==> src/rtl/mp_adder.sv <==
// mp_adder: 515-bit add/subtract over NCHUNK slice cycles of CHUNK_W bits each.
// Define MP_ADDER_FAST_EN to do the whole operation in a single cycle.
module mp_adder #(
   parameter int CHUNK_W = 128
) (
   input  logic         clk,
   input  logic         rstn,
   input  logic         start,
   input  logic         subtract,
   input  logic [513:0] A,
   input  logic [513:0] B,
   output logic [514:0] C,
   output logic         done
);
   localparam int NCHUNK = (515 + CHUNK_W - 1) / CHUNK_W;
`ifdef MP_ADDER_FAST_EN
   localparam int SW = 515;
   localparam int NS = 1;
`else
   localparam int SW = CHUNK_W;
   localparam int NS = NCHUNK;
`endif
   localparam int PW = SW * NS;
   localparam int CNTW = (NS > 1) ? $clog2(NS) : 1;

   typedef enum logic [1:0] {IDLE, BUSY, DONE} state_t;

   state_t          state_q, state_d;
   logic [PW-1:0]   a_q, a_d, b_q, b_d, c_q, c_d;
   logic [CNTW-1:0] cnt_q, cnt_d;
   logic            carry_q, carry_d, done_q, done_d;
   logic [SW:0]     sum;

   // Operands shift down one slice per cycle; results shift in from the top so
   // the final slice lands the full result in place without any index muxing.
   always_comb begin
      sum = {1'b0, a_q[SW-1:0]} + {1'b0, b_q[SW-1:0]} + (SW+1)'(carry_q);
      state_d = state_q;
      a_d = a_q;
      b_d = b_q;
      c_d = c_q;
      cnt_d = cnt_q;
      carry_d = carry_q;
      done_d = done_q;
      if (start && state_q != BUSY) begin
         a_d = PW'({1'b0, A});
         b_d = PW'(subtract ? ~{1'b0, B} : {1'b0, B});
         carry_d = subtract;
         cnt_d = '0;
         done_d = 1'b0;
         state_d = BUSY;
      end else if (state_q == BUSY) begin
         a_d = a_q >> SW;
         b_d = b_q >> SW;
         c_d = (c_q >> SW) | (PW'(sum[SW-1:0]) << (PW - SW));
         carry_d = sum[SW];
         cnt_d = cnt_q + 1'b1;
         done_d = cnt_q == CNTW'(NS - 1);
         state_d = (cnt_q == CNTW'(NS - 1)) ? DONE : BUSY;
      end
   end

   always_ff @(posedge clk or negedge rstn) begin
      if (!rstn) begin
         state_q <= IDLE;
         a_q <= '0;
         b_q <= '0;
         c_q <= '0;
         cnt_q <= '0;
         carry_q <= 1'b0;
         done_q <= 1'b0;
      end else begin
         state_q <= state_d;
         a_q <= a_d;
         b_q <= b_d;
         c_q <= c_d;
         cnt_q <= cnt_d;
         carry_q <= carry_d;
         done_q <= done_d;
      end
   end

   assign C = c_q[514:0];
   assign done = done_q;
endmodule

==> config.mk <==
export PLATFORM = sky130hd
export DESIGN_NAME = mp_adder
export DESIGN_NICKNAME = d
export VERILOG_FILES = /design/src/rtl/mp_adder.sv
export SDC_FILE = /design/constraint.sdc
export NUM_CORES = 2
export LEC_CHECK = 0
export BUFFER_PORTS_ARGS = -buffer_cell sky130_fd_sc_hd__buf_4
export CORE_AREA = 5 5 598 600
export CTS_BUF_LIST = sky130_fd_sc_hd__clkbuf_8
export DETAILED_ROUTE_END_ITERATION = 6
export DIE_AREA = 0 0 603 605
export PLACE_DENSITY = 0.44
export SYNTH_ARGS = -nofsm -noshare
export SYNTH_HDL_FRONTEND = slang
export SYNTH_SLANG_ARGS = --single-unit
export TNS_END_PERCENT = 100
==> constraint.sdc <==
create_clock -name clk -period 3.1 [get_ports clk]
set_input_delay 0.31 -clock clk [delete_from_list [all_inputs] [get_ports clk]]
set_output_delay 0.31 -clock clk [all_outputs]
set_load 0.01 [all_outputs]
Word-level counts from Yosys, hierarchy flattened
Index checks and enable logic that the tools add are counted.
Word-level totals
  latch bits: 0
  logic and storage cells: 33
  memory bits (read-only): 0
  output and inout bits: 516
  input bits: 1032
  flip-flop bits (word level): 1927
  memories kept: 0
  RAM bits: 0
Operators by class
  equality and inequality tests: 3
  shift-type cells: 0
  multiply operators: 0
  reductions and logical operators: 3
  muxes and demuxes: 14
  bitwise gates (word level): 3
  add/sub/neg operators: 3
  magnitude comparators: 0
  divide/modulo/power cells: 0
Operators with widths (count)
  2-to-1 mux 640 bit: 5
  inverter 514 -> 640 bit: 1
  OR 512 x 640 -> 640 bit: 1
  adder 128 x 128 -> 129 bit: 1
  adder 129 x 1 -> 129 bit: 1
  2-to-1 mux 2 bit: 3
  2-to-1 mux 3 bit: 2
  2-to-1 mux 1 bit: 4
  adder 3 x 1 -> 3 bit, second input constant: 1
  equality test 3 bit, second input constant: 1
  equality test 2 x 1 -> 1 bit, second input constant: 1
  inequality test 2 x 1 -> 1 bit, second input constant: 1
  AND reduction 2 bit: 1
  nonzero test 2 bit: 1
  logical AND 1 bit: 1
  inverter 1 bit: 1

Logic depth before layout (Yosys ltp)
  word-level depth: 4
  depth in mapped cells: 14
  depth with buffers taken out: 14

Worst setup path before layout
OpenSTA, ideal clock, no wires.
  path type: register to register
  from: reg a_q[0]
  to: reg carry_q
  stages on the path, launching flop included: 15
  arrival: 3.048 ns
  setup time: 0.082 ns
  period minus slack after synthesis: 3.130 ns
  required time: 3.018 ns
  buffers on the path: 0
  slack: -0.030 ns
  cells stage by stage: dfrtp_1 -> fa_1 -> inv_1 -> fa_1 -> nand2b_1 -> a21oi_1 -> o21a_1 -> o21a_2 -> o211ai_2 -> a21oi_2 -> o21ai_2 -> o21ai_4 -> a41oi_2 -> or4_4 -> a22oi_2
Between the ends
  longest elaborated chain between the ends: 4
Ends and longest elaborated chain
  start: declaration: line 29  | logic [PW-1:0] a_q, a_d, b_q, b_d, c_q, c_d;
  start signal: assignment: line 66  | a_q <= '0;
  start signal: assignment: line 74  | a_q <= a_d;
  adder 128 x 128 -> 129 bit: line 37  | sum = {1'b0, a_q[SW-1:0]} + {1'b0, b_q[SW-1:0]} + (SW+1)'(carry_q);
  adder 129 x 1 -> 129 bit: line 37
  2-to-1 mux 1 bit: line 52  | end else if (state_q == BUSY) begin
  2-to-1 mux 1 bit: line 45  | if (start && state_q != BUSY) begin
  end signal: assignment: line 78  | carry_q <= carry_d;
  end: declaration: line 31  | logic carry_q, carry_d, done_q, done_d;
No other way between the ends. The select of a mux whose other input is x is not followed.
A chain may end at the register's enable or synchronous reset.

Worst setup path after layout
  from: reg carry_q
  to: reg c_q[638]
Between the ends
  longest elaborated chain between the ends: 2
Ends and longest elaborated chain
  adder 129 x 1 -> 129 bit: line 37
  OR 512 x 640 -> 640 bit: line 55  | c_d = (c_q >> SW) | (PW'(sum[SW-1:0]) << (PW - SW));
  end signal: assignment: line 68  | c_q <= '0;
  end signal: assignment: line 76  | c_q <= c_d;
  end: declaration: line 29
No other way between the ends.

==> run summary <==
outcome: finished, violations left
violated checks: negative setup slack
DR vias/cell: 4.58
Die X: 603 um
height of the die: 605 um
Final setup viols: 89
HP Class: in -> reg
CTS Sinks: 1675
reg-to-reg startpoint: carry_q$_DFFE_PN0P_
Final WS setup: -0.516 ns
initial antenna violation count: 188
Clock Latency Late Sink: 1.07 ns
ys flop type: dfrtp_1
core area: 352000 um2
Crit Path Category: reg -> reg
Max Clock Freq: 277 MHz
I/O Buffers: 1547
cell taking the most area after synthesis: dfrtp_1
R2R depth: 17
Mapped Area: 86000 um2
VDD IR max: 0.815 mV
largest net degree at the start of global routing: 173
Finished Core Util: 35.5%
fraction of layout cells with a size suffix above 1: 24.0%
Cells after Synth: 9782
Tot GR Track Use: 22.9%
met2 GRT Util: 36.4%
final WL: 435000 um
worst clock skew: 0.0600 ns
initial core utilization: 24.5%
DRC violations left: 0
number of flops mapped to enable cells by yosys: 0
DR iter-0 viols: 6174
HPWL Detailed: 339000 um
placer congestion estimate: 0.924
Yosys top cell area share: 48.7%
ANT nets after route: 0
Crit path largest cell delay: 0.38 ns
min Tclk post-route: 3.62 ns
most area-consuming cells after synthesis: dfrtp_1 49%, nand2_1 14%, o21ai_0 9.3%
Worst R2R Setup Slack: -0.52 ns
Clock Path Buffers: 4
crit path capture type: flip-flop
hold_sp: A[375]
Mapped Avg Cell Area: 8.79 um2
# rows: 218
# IOs: 1548
ys async rst share: 100%
vias in the first global route: 82900
Rel. slew slack: 44.6%
post-route clock period utilization: 117%
final slew viol count: 0
critical path peak fanout: 3
die footprint: 365000 um2
Vias: 80100
Ys Warns: 0
fin area: 125000 um2
gr busiest metal: met2
CTS clk-pin slew, worst paths: 0.06 ns
Worst-Margin Slew: 0.831 ns
pwr/cell area: 991 nW/um2
placed cell area: 104000 um2
CTS tree: yes
Pleak: 59.8 nW
Avg WL per Cell: 24.9 um
capturing point of the worst reg2reg path: c_q[638]$_DFFE_PN0P_
# H-tree levels: 5
Syn Nets: 10900
slowest cell on the critical path: dfrtp_1
post-synthesis sequential area ratio: 48.7%
Required @ worst endpoint: 4.07 ns
grt met3 use: 3.91%
Worst Hold End: a_q[375]$_DFFE_PN0P_
max cap viols: 0
layout net count: 13700
crit-path cells: fa_2, inv_2, fa_2, nand2b_4, a21oi_4, buf_6, o211ai_1, nand4_1, a21oi_2, o21ai_4, buf_6, a21boi_2, buf_4, o31a_1, a2111oi_4, nor3_1, o31ai_1
WP data arrival: 4.59 ns
DRT Pass-1 Iters: 6
CTS buffer count: 334
CP Launch Type: flip-flop
first-pass GRT wire length: 611000 um
total count of hold-check failures in the final report: 0
area of the multi-input gates: 39000 um2
synth unique cells: 107
worst hold path stage count: 4
CTS root buf: clkbuf_8
Fill cells: 36000
GR Util met1: 30.7%
FF/Latch Area: 41900 um2
grt total ovfl: 0
Setup WS pre-CTS: -1.08 ns
Power Total: 124 mW
Area Growth Syn to Fin: 45.3%
RSZ-0062 raised after global routing: yes
Synth Register Bits: 1675
## where the power goes
part	switching [mW]	total [mW]	internal, mW
clock network	10.8	24.0	13.2
logic	36.7	59.6	23.0
registers	8.88	40.3	31.4
total	56.4	124	67.5
## cells in the final DEF (no fill, tap or decap), types with 8 or more instances in the layout
cell type and instances:
clkinvlp_4 14, clkinv_2 26, o21bai_1 31, nand3_1 30, nand2_1 3089, xor2_1 34, diode_2 110, a211oi_1 10
o21ai_4 11, buf_4 2217, a21oi_1 163, buf_12 78, o21ai_0 1516, a21oi_4 11, nor3_1 27, ha_1 120
mux2i_1 517, o21ai_1 83, bufinv_16 17, inv_1 143, a21o_1 65, nand4_1 74, xnor2_1 540, xor2_2 17
dlygate4sd3_1 1214, a21oi_2 20, buf_6 46, o21ai_2 13, nor2_1 238, ha_4 8, o211ai_1 8, o21a_1 23
clkbuf_8 402, dfrtp_1 1675, xnor2_2 25, nand2b_1 12
## repair_timing
item,CTS,global route
endpoints found under the setup margin,105,107
gates resized for setup,289,94
setup buffers,28,38
endpoints found under the hold margin,2616,0
hold buffers,1215,0
pin swaps,133,96
## worst max path at each step
stage	startpoint	to	slack, ns	cells past startpoint
3_5_place_dp	b_q[0]$_DFFE_PN0P_	c_q[634]$_DFFE_PN0P_	-1.08	18
4_1_cts	carry_q$_DFFE_PN0P_	c_q[637]$_DFFE_PN0P_	-0.59	14
2_1_floorplan	a_q[0]$_DFFE_PN0P_	carry_q$_DFFE_PN0P_	0.02	14
6_report	carry_q$_DFFE_PN0P_	c_q[638]$_DFFE_PN0P_	-0.52	17
5_1_grt	b_q[0]$_DFFE_PN0P_	c_q[638]$_DFFE_PN0P_	-0.65	17
3_3_place_gp	a_q[0]$_DFFE_PN0P_	c_q[634]$_DFFE_PN0P_	-1.10	18
## cell families (layout without fill, tap and decap cells)
group                    Yosys count  in the layout  share of synthesized area [%]
buffers and inverters           1207           4176                           7.68
adder cells (fa/ha/maj)          131            131                           1.92
flip-flops                      1675           1675                           48.7
multiplexers                     519            519                           6.04
AND/OR/NAND/NOR                 3562           3562                           16.2
AO/OA/AOI/OAI                   2061           2061                           13.0
other                              0            110                              0
XOR/XNOR                         627            627                           6.38
## flip-flops by register name, indices dropped and copies added (netlist names)
register	flops
a_q	514
state_q	2
c_q	640
carry_q	1
cnt_q	3
b_q	515
## final cells by class
| cell class | count | share of cell area [%] |
|---|---|---|
| flip-flops and latches | 1675 | 33.5 |
| well taps | 4620 | 4.62 |
| diodes | 110 | 0.220 |
| clock inverters | 179 | 1.06 |
| repair buffers | 3559 | 24.8 |
| clock buffers | 402 | 4.43 |
| inverters | 36 | 0.108 |
| multi-input cells | 6900 | 31.2 |
## stage by stage
step	setup TNS (ns)	hold slack (ns)	std cells
floorplan	0	0.0144	9782
global placement	-54.47	0.346	15500
detailed placement	-55.47	0.321	15500
CTS	-23.86	0.000255	17400
global route	-33.57	0.0496	17500
finish	-21.39	0.104	17500
## critical path, delay by kind of cell, from the launching register on
kind            cells  cell delay [ns]
compound gates      8             1.67
fa+ha+maj           2             0.58
buf+inv             4             0.49
flops               1             0.38
simple gates        3             0.38
## cell usage after synthesis, drive strengths merged, types with 57 or more instances
library cell / number
nand2: 3096
dfrtp: 1675
o21ai: 1623
buf: 634
xnor2: 570
clkbuf: 532
mux2i: 517
nor2: 249
a21oi: 194
ha: 129
nand4: 75
a21o: 66
xor2: 57
## metal layers
metal  part of all wire (%)  wire (um)  vias to the layer above
met5                  0.063        273                        -
met2                     46     198000                     2506
li1                       -          -                    37400
met4                    4.8      20700                       44
met3                    5.0      21700                      842
met1                     45     194000                    39300
Note: power is estimated with default switching activity, not from simulation.
